[src/rtl/bcd_updown_counter_mux_if.sv]
// Board-side signal bundle of the BCD up/down counter: raw buttons in, counter
// value and multiplexed 7-segment drive out.
interface bcd_updown_counter_mux_if #(
   parameter int DIGITS = 4
);
   logic                  btn_up;
   logic                  btn_down;
   logic                  btn_clr;
   logic [4*DIGITS-1:0]   count_bcd;
   logic                  wrap;
   logic [6:0]            seg;
   logic [DIGITS-1:0]     an;

   modport master (
      output btn_up, btn_down, btn_clr,
      input  count_bcd, wrap, seg, an
   );

   modport slave (
      input  btn_up, btn_down, btn_clr,
      output count_bcd, wrap, seg, an
   );
endinterface

[src/rtl/bcd_updown_counter_mux.sv]
// Debounced three-button BCD up/down counter driving a time-multiplexed
// common-anode 7-segment display with optional leading-zero blanking.
module bcd_updown_counter_mux #(
   parameter int DIGITS     = 4,
   parameter int DEB_CYCLES = 16,
   parameter int SCAN_DIV   = 1024,
   parameter int BLANK_LZ   = 1
) (
   input  logic                    clk,
   input  logic                    rst,
   bcd_updown_counter_mux_if.slave bus
);
   localparam int CNT_W = $clog2(DEB_CYCLES);
   localparam int DIV_W = $clog2(SCAN_DIV);
   localparam int IDX_W = (DIGITS > 1) ? $clog2(DIGITS) : 1;
   localparam int NBTN  = 3;
   localparam int B_UP   = 0;
   localparam int B_DOWN = 1;
   localparam int B_CLR  = 2;

   logic [NBTN-1:0]     w_btn_raw;
   logic [NBTN-1:0]     r_s1, r_s2, r_deb, r_deb_q, r_p;
   logic [CNT_W-1:0]    r_cnt [NBTN];

   logic [4*DIGITS-1:0] r_count, w_count_nxt, w_inc, w_dec;
   logic                r_wrap, w_wrap_nxt, w_inc_carry, w_dec_borrow;

   logic [DIV_W-1:0]    r_div;
   logic [IDX_W-1:0]    r_idx;
   logic [3:0]          w_digit;
   logic [DIGITS-1:0]   w_an;
   logic                w_upper_zero, w_blank;
   logic [6:0]          w_seg;

   function automatic logic [6:0] seg_decode(input logic [3:0] d);
      case (d)
         4'd0:    seg_decode = 7'b1000000;
         4'd1:    seg_decode = 7'b1111001;
         4'd2:    seg_decode = 7'b0100100;
         4'd3:    seg_decode = 7'b0110000;
         4'd4:    seg_decode = 7'b0011001;
         4'd5:    seg_decode = 7'b0010010;
         4'd6:    seg_decode = 7'b0000010;
         4'd7:    seg_decode = 7'b1111000;
         4'd8:    seg_decode = 7'b0000000;
         4'd9:    seg_decode = 7'b0010000;
         default: seg_decode = 7'b1111111;
      endcase
   endfunction

   assign w_btn_raw = {bus.btn_clr, bus.btn_down, bus.btn_up};

   // NOTE: state registers use non-blocking assignments so every flop samples pre-edge values.
   always_ff @(posedge clk) begin
      if (!rst) begin
         r_s1    <= '0;
         r_s2    <= '0;
         r_deb   <= '0;
         r_deb_q <= '0;
         r_p     <= '0;
         for (int b = 0; b < NBTN; b++) r_cnt[b] <= '0;
      end else begin
         r_s1    <= w_btn_raw;
         r_s2    <= r_s1;
         r_deb_q <= r_deb;
         r_p     <= r_deb & ~r_deb_q;
         for (int b = 0; b < NBTN; b++) begin
            if (r_s2[b] == r_deb[b]) begin
               r_cnt[b] <= '0;
            end else if (r_cnt[b] == CNT_W'(DEB_CYCLES - 1)) begin
               r_deb[b] <= r_s2[b];
               r_cnt[b] <= '0;
            end else begin
               r_cnt[b] <= r_cnt[b] + CNT_W'(1);
            end
         end
      end
   end

   // Ripple carry/borrow through the digits; a carry out of the top digit is a wrap.
   always_comb begin
      // NOTE: every combinational output gets a default first so no latch is inferred.
      w_inc        = r_count;
      w_dec        = r_count;
      w_inc_carry  = 1'b1;
      w_dec_borrow = 1'b1;
      for (int i = 0; i < DIGITS; i++) begin
         if (w_inc_carry) begin
            if (r_count[4*i +: 4] == 4'd9) begin
               w_inc[4*i +: 4] = 4'd0;
            end else begin
               w_inc[4*i +: 4] = r_count[4*i +: 4] + 4'd1;
               w_inc_carry     = 1'b0;
            end
         end
         if (w_dec_borrow) begin
            if (r_count[4*i +: 4] == 4'd0) begin
               w_dec[4*i +: 4] = 4'd9;
            end else begin
               w_dec[4*i +: 4] = r_count[4*i +: 4] - 4'd1;
               w_dec_borrow    = 1'b0;
            end
         end
      end
   end

   always_comb begin
      w_count_nxt = r_count;
      w_wrap_nxt  = 1'b0;
      if (r_p[B_CLR]) begin
         w_count_nxt = '0;
      end else if (r_p[B_UP] && !r_p[B_DOWN]) begin
         w_count_nxt = w_inc;
         w_wrap_nxt  = w_inc_carry;
      end else if (r_p[B_DOWN] && !r_p[B_UP]) begin
         w_count_nxt = w_dec;
         w_wrap_nxt  = w_dec_borrow;
      end
   end

   always_ff @(posedge clk) begin
      if (!rst) begin
         r_count <= '0;
         r_wrap  <= 1'b0;
         r_div   <= '0;
         r_idx   <= '0;
      end else begin
         r_count <= w_count_nxt;
         r_wrap  <= w_wrap_nxt;
         if (r_div == DIV_W'(SCAN_DIV - 1)) begin
            r_div <= '0;
            r_idx <= (r_idx == IDX_W'(DIGITS - 1)) ? '0 : r_idx + IDX_W'(1);
         end else begin
            r_div <= r_div + DIV_W'(1);
         end
      end
   end

   // A digit is a leading zero when it and every digit above it are zero.
   always_comb begin
      w_digit      = 4'd0;
      w_an         = '1;
      w_upper_zero = 1'b1;
      for (int i = 0; i < DIGITS; i++) begin
         if (r_idx == IDX_W'(i)) begin
            w_digit = r_count[4*i +: 4];
            w_an[i] = 1'b0;
         end
         if ((IDX_W'(i) >= r_idx) && (r_count[4*i +: 4] != 4'd0)) w_upper_zero = 1'b0;
      end
      w_blank = (BLANK_LZ != 0) && (r_idx != '0) && w_upper_zero;
      w_seg   = w_blank ? 7'b1111111 : seg_decode(w_digit);
   end

   assign bus.count_bcd = r_count;
   assign bus.wrap      = r_wrap;
   assign bus.seg       = w_seg;
   assign bus.an        = w_an;
endmodule
[src/flat_wrapper.sv]
// flat-port wrapper written by rule: the top's interface ports become plain ports
module bcd_updown_counter_mux_flat 
#(
   parameter int DIGITS     = 4,
   parameter int DEB_CYCLES = 16,
   parameter int SCAN_DIV   = 1024,
   parameter int BLANK_LZ   = 1
)
  (clk, rst, bus_btn_up, bus_btn_down, bus_btn_clr, bus_count_bcd, bus_wrap, bus_seg, bus_an);
  bcd_updown_counter_mux_if #(.DIGITS(DIGITS)) bus_i ();
  input  logic clk;
  input  logic rst;
  input wire logic [$bits(bus_i.btn_up)-1:0] bus_btn_up;
  input wire logic [$bits(bus_i.btn_down)-1:0] bus_btn_down;
  input wire logic [$bits(bus_i.btn_clr)-1:0] bus_btn_clr;
  output wire logic [$bits(bus_i.count_bcd)-1:0] bus_count_bcd;
  output wire logic [$bits(bus_i.wrap)-1:0] bus_wrap;
  output wire logic [$bits(bus_i.seg)-1:0] bus_seg;
  output wire logic [$bits(bus_i.an)-1:0] bus_an;
  assign bus_i.btn_up = bus_btn_up;
  assign bus_i.btn_down = bus_btn_down;
  assign bus_i.btn_clr = bus_btn_clr;
  assign bus_count_bcd = bus_i.count_bcd;
  assign bus_wrap = bus_i.wrap;
  assign bus_seg = bus_i.seg;
  assign bus_an = bus_i.an;
  bcd_updown_counter_mux #(.DIGITS(DIGITS), .DEB_CYCLES(DEB_CYCLES), .SCAN_DIV(SCAN_DIV), .BLANK_LZ(BLANK_LZ)) u_core (.clk(clk), .rst(rst), .bus(bus_i));
endmodule
[config.mk]
export PLATFORM = sky130hd
export DESIGN_NAME = bcd_updown_counter_mux_flat
export DESIGN_NICKNAME = d
export VERILOG_FILES = /design/src/rtl/bcd_updown_counter_mux_if.sv /design/src/rtl/bcd_updown_counter_mux.sv /design/src/flat_wrapper.sv
export SDC_FILE = /design/constraint.sdc
export NUM_CORES = 1
export LEC_CHECK = 0
export BUFFER_PORTS_ARGS = -buffer_cell sky130_fd_sc_hd__buf_4
export CAP_MARGIN = 15
export CORE_MARGIN = 1.5
export CORE_UTILIZATION = 40
export DETAILED_ROUTE_END_ITERATION = 8
export GPL_TIMING_DRIVEN = 0
export MAX_ROUTING_LAYER = met4
export PLACE_DENSITY = 0.57
export REMOVE_ABC_BUFFERS = 1
export SLEW_MARGIN = 10
export SYNTH_ARGS = -nofsm -noshare
export SYNTH_HDL_FRONTEND = slang
export SYNTH_SLANG_ARGS = --single-unit
[constraint.sdc]
create_clock -name clk -period 5.8 [get_ports clk]
set_input_delay 1.16 -clock clk [delete_from_list [all_inputs] [get_ports clk]]
set_output_delay 1.16 -clock clk [all_outputs]
set_load 0.05 [all_outputs]
# --- Word-level counts from Yosys, hierarchy flattened ---
# Memories as Yosys holds them, arrays and structs flattened.
# Cells that the tools add are included.
op_classes:
  add_sub_neg: 13
  magnitude_cmp: 4
  n_eq_ne: 17
  n_mux: 89
  bitwise_logic: 15
  reduce_logical: 31
ops:
  columns: ["op", "n"]
  rows:
  - ["4-bit 2-to-1 mux", 27]
  - ["1-bit 2-to-1 mux", 58]
  - ["16-bit 2-to-1 mux", 2]
  - ["4-bit by 1-bit adder with 4-bit output, second input constant", 7]
  - ["4-bit equality test, second input constant", 7]
  - ["4-bit zero test", 4]
  - ["4-bit nonzero test", 4]
  - ["4-bit by 1-bit subtractor with 4-bit output, second input constant", 4]
  - ["10-bit by 1-bit adder with 10-bit output, second input constant", 1]
  - ["10-bit equality test, second input constant", 1]
  - ["2-bit nonzero test", 5]
  - ["1-bit OR", 9]
  - ["3-bit AND reduction", 3]
  - ["1-bit logical AND", 7]
  - ["7-bit 2-to-1 mux", 1]
  - ["2-bit inequality test, second input constant", 3]
  - ["2-bit AND reduction", 3]
  - ["2-bit equality test, second input constant", 2]
  - ["1-bit by 2-bit >= comparator with 1-bit output, first input constant", 2]
  - ["2-bit >= comparator, first input constant", 2]
  - ["1-bit inverter", 4]
  - ["2-bit OR reduction", 2]
  - ["3-bit AND", 1]
  - ["1-bit equality test", 3]
  - ["other kinds (6)", 7]
totals:
  ff_bits: 44
  ramBits: 12
  mem_bits_ro: 112
  in_bits: 5
  output_inout_bits: 28
  elab_cells: 185
  n_memories: 2
mem_list:
  columns: ["memory", "words", "width", "read_ports", "rd_ports_with_merged_regs", "wr", "line_no", "source"]
  rows:
  - ["(name not given)", 16, 7, 1, 0, 0, "bcd_updown_counter_mux.sv:36", "case (d)"]
  - ["u_core.r_cnt", 3, 4, 3, 0, 3, "bcd_updown_counter_mux.sv:23", "logic [CNT_W-1:0] r_cnt [NBTN];"]

# --- Depth between registers and ports, before layout ---
depth:
  word_depth: 8
  ltp_mapped: 10

# --- Worst setup path before layout ---
# No wires, ideal clock.
synth_timing:
  kind: "register -> output"
  startpoint: "register u_core.r_idx[1]"
  endpoint: "output port bus_seg[5]"
  arrival_time_ps: 3044
  path_slack_ps: 1596
  stages_incl_launch_ff: 9
  n_path_buf: 0
  path_cell_list: "dfxtp_1 -> inv_1 -> ha_1 -> inv_1 -> a31oi_1 -> a221oi_2 -> ha_1 -> nor3b_1 -> o21ai_0"
synth_via:
  elab_chain_len: 8
  word_cells_on_any_way: 24
  classes_between: "order compare: 4; eq/ne: 3; mux: 9; reduce/logical: 7; memory: 1"
synth_lines:
  columns: ["item", "line_no", "source"]
  rows:
  - ["from (decl)", "bcd_updown_counter_mux.sv:29", "logic [IDX_W-1:0] r_idx;"]
  - ["from (signal assigned)", "bcd_updown_counter_mux.sv:132", "r_idx <= (r_idx == IDX_W'(DIGITS - 1)) ? '0 : r_idx + IDX_W'(1);"]
  - ["branches (longest 7 deep; another with memory read 16 x 7 bit)", null, null]
  - ["7-bit 2-to-1 mux (*)", "bcd_updown_counter_mux.sv:152", "w_seg = w_blank ? 7'b1111111 : seg_decode(w_digit);"]
  - ["to (decl)", "flat_wrapper.sv:18", "output wire logic [$bits(bus_i.seg)-1:0] bus_seg;"]
# Mark *: on every way between the ends.

# --- Final worst setup path ---
layout_timing:
  startpoint: "register u_core.r_idx[1]"
  endpoint: "output port bus_seg[3]"
# The elaborated chain is that of the path after synthesis.

==> metrics.csv <==
metric,value,unit
outcome,finished clean,
net switching share of the total power,23.77,%
setup slack of the worst register-to-register path,3.25,ns
Final period util,67.28,%
final sum of negative setup slack,0,ns
mean post-synth cell area,8.476,um^2
Worst R2R Start,u_core.r_p[0],
area growth from synthesis to layout,11.98,%
average wire length per cell after detail routing,12.50,um
post-synthesis cell area,3196,um^2
# hold bufs at CTS,0,
max-slew violation count,0,
overall routed net length,6.273,mm
instance count of the mapped netlist,377,
path depth of the worst reg2reg path,7,
Internal Dissipation,0.5042,mW
"commonest cells after routing, fill and taps aside","sky130_fd_sc_hd__nor2_1 (48), sky130_fd_sc_hd__dfxtp_1 (44), sky130_fd_sc_hd__buf_4 (32)",
ANT cells,0,
largest net degree at the start of global routing,38,
met3 track demand over resource,2.135,%
number of port buffers,32,
RSZ-0062 raised after global routing,false,
Fin Hold WS,0.3902,ns
worst skew pair latency,0.31,ns
count of unique library cells instantiated by Yosys,58,
register bit count reported by yosys,56,
critical-path maximum fanout,9,
kind of capture point of the worst setup path,output pin,
worst hold stages,1,
endpoint of the worst-slack reg-to-reg timing path,u_core.bus.count_bcd[11],
CTS root buf,sky130_fd_sc_hd__clkbuf_8,
total gr overflow,0,
clock network fraction of total power,34.3,%
CP arrival,2.74,ns
Combinational Power Share,3.6,%
reported max-cap violation count,0,
iteration count of the initial detailed-routing pass,6,
startpoint class of the critical path,flop,
Required @ worst endpoint,4.64,ns
global-route wire length before repair,11.15,mm
Worst-path clk slew,0.11,ns
gp weighted congestion,0.7966,
type of the worst setup path,flop to output pin,
width of the die,92.38,um
initial antenna violation count,0,
DR vias,2602,
TritonCTS Buffers,5,
most congested layer reported by global routing,met2,
smallest setup slack after layout,1.898,ns
hold wc startpoint,u_core.r_deb_q[2],
P per Cell Area,184.8,nW/um^2
Yosys warnings,0,
Max Fclk,256.3,MHz
cell breakdown of the critical path,inv_1 > ha_1 > inv_1 > a31oi_1 > a221oi_2 > ha_1 > inv_1 > o21ai_0 > nand3_1 > buf_4,
M2 GR Usage,27.88,%
Max Root-Sink Buffers,2,
global-route usage over all layers,16.07,%
switching power summed over all nets,0.1572,mW
setup violation total in the final timing report,0,
detailed router's first-iteration violation count,64,
number of enable-type register cells in the synthesized netlist,12,
via density per instance,5.183,
Std-Cell Core Area,7727,um^2
number of rows created at floorplan,32,
PostCTS Resize Cnt,0,
layout net count,416,
I/O Pins,33,
count of endpoints failing hold in the final timing report,0,
Power Total,0.6614,mW
clock sink total,56,
type of the worst min-delay path,flop to flop,
sequential fraction of design power,62.1,%
worst hold path endpoint,u_core.r_p[2],
chip height,92.38,um
count of H-tree levels built during CTS,2,
vias in the first global route,2501,
"leading cell type in the layout, fill and taps excluded",sky130_fd_sc_hd__nor2_1,
detailed placement HPWL,4.503,mm
pre-CTS worst setup slack,2.240,ns
maximum vdd drop,116.1,uV
delay contributed by the slowest stage of the critical path,0.54,ns
remaining design rule violation count,0,
TritonCTS clock tree,built,
share of post-route cells with drive strength above 1,11.75,%
global-route track usage on met1,19.47,%
leakage power summed over all cells,1.465,nW
final standard cell utilization of the core,46.31,%
leading post-synthesis cells by cell area,"sky130_fd_sc_hd__dfxtp_1 (28%), sky130_fd_sc_hd__edfxtp_1 (11%), sky130_fd_sc_hd__nor2_1 (5.6%)",
cell type with the largest total area after synthesis,sky130_fd_sc_hd__dfxtp_1,
time the final worst path needs with I/O delays and setup,3.902,ns
Slew HR,51.00,%
remaining antenna violation count after routing,0,
Yosys top cell area share,27.56,%
Worst path slowest cell,sky130_fd_sc_hd__a221oi_2,
most frequent cell on the critical path,sky130_fd_sc_hd__inv_1,
fraction of synthesis flops using an asynchronous set or reset pin,0,%
largest clock skew in the final design,0.007277,ns
Worst Max-Slew Pin Slew,0.7315,ns
top_reg_cell synth,sky130_fd_sc_hd__dfxtp_1,
area enclosed by the die boundary,8534,um^2
post-CTS setup buffers,0,
initial core utilization,41.35,%
share of synthesized area occupied by flip-flops and latches,38.84,%
kinds of logic (layout without fill, tap and decap cells):
logic type               after synthesis  after routing  share of synthesized area, %
AND/OR/NAND/NOR                      158            158                         25.18
AO/OA/AOI/OAI                         66             66                         14.57
flip-flops                            56             56                         38.84
buffers and inverters                 47             59                         6.069
XOR/XNOR                              27             27                         7.400
adder cells (fa/ha/maj)               12             12                         4.698
multiplexers                          10             10                         3.132
other                                  1             12                        0.1174
sequential cells by signal (all words and copies together), names as in the netlist:
signal and flops:
u_core.bus.count_bcd 16, u_core.bus.wrap 1, u_core.r_cnt 12, u_core.r_deb 3, u_core.r_deb_q 3, u_core.r_div 10
u_core.r_idx 2, u_core.r_p 3, u_core.r_s1 3, u_core.r_s2 3
worst max-delay path, delay by kind of cell (launching register included):
kind / cells / cell delay [ns]
compound gates: 3 / 0.74
fa+ha+maj: 2 / 0.61
buf+inv: 4 / 0.52
flops: 1 / 0.44
simple gates: 1 / 0.13
cell usage after synthesis, types with 5 or more instances:
| cell | number |
|---|---|
| sky130_fd_sc_hd__a21oi_1 | 11 |
| sky130_fd_sc_hd__o21ai_0 | 14 |
| sky130_fd_sc_hd__a31oi_1 | 7 |
| sky130_fd_sc_hd__nand2b_1 | 6 |
| sky130_fd_sc_hd__buf_2 | 5 |
| sky130_fd_sc_hd__xor2_1 | 17 |
| sky130_fd_sc_hd__nor3_1 | 10 |
| sky130_fd_sc_hd__nor2b_1 | 12 |
| sky130_fd_sc_hd__ha_1 | 12 |
| sky130_fd_sc_hd__and3_1 | 7 |
| sky130_fd_sc_hd__dfxtp_1 | 44 |
| sky130_fd_sc_hd__mux2i_1 | 10 |
| sky130_fd_sc_hd__edfxtp_1 | 12 |
| sky130_fd_sc_hd__nand3_1 | 23 |
| sky130_fd_sc_hd__clkbuf_1 | 18 |
| sky130_fd_sc_hd__inv_1 | 19 |
| sky130_fd_sc_hd__xnor2_1 | 10 |
| sky130_fd_sc_hd__nor2_1 | 48 |
| sky130_fd_sc_hd__and2_1 | 11 |
| sky130_fd_sc_hd__nand2_1 | 20 |
layer usage:
| layer | vias up | wire [um] | part of all wire [%] |
|---|---|---|---|
| met5 | - | 0 | 0 |
| met4 | 0 | 58 | 0.92 |
| met3 | 6 | 184 | 2.9 |
| met2 | 41 | 3091 | 49 |
| met1 | 1211 | 2938 | 47 |
| li1 | 1344 | - | - |
stage by stage:
step	instance area, um^2	instances
floorplan	3114	360
CTS	3576	502
finish	3578	502
global placement	3482	494
detailed placement	3482	494
global route	3578	502
how the worst max path moves through the flow:
stage | startpoint | to | cells past startpoint
4_1_cts | u_core.r_idx[1] | bus_seg[3] | 10
5_1_grt | u_core.r_idx[1] | bus_seg[3] | 10
2_1_floorplan | u_core.r_idx[1] | bus_seg[5] | 8
3_3_place_gp | u_core.r_idx[1] | bus_seg[3] | 10
6_report | u_core.r_idx[1] | bus_seg[3] | 10
3_5_place_dp | u_core.r_idx[1] | bus_seg[3] | 10
final cells by class:
class	count	area, um^2
fillers	782	4149
multi-input cells	285	1804
flip-flops and latches	56	1241
repair buffers	32	240.2
well taps	102	127.6
inverters	19	71.32
clock buffers	5	68.82
clock inverters	3	25.02
power by group through the flow:
stage	Clock (mW)	Sequential, mW	Combinational (mW)
2_1_floorplan	0	0.419	0.0158
3_3_place_gp	0	0.419	0.0238
3_5_place_dp	0	0.420	0.0240
4_1_cts	0.240	0.411	0.0240
5_1_grt	0.254	0.412	0.0272
6_report	0.227	0.411	0.0237
No activity file was read; power rests on OpenSTA's default activity.
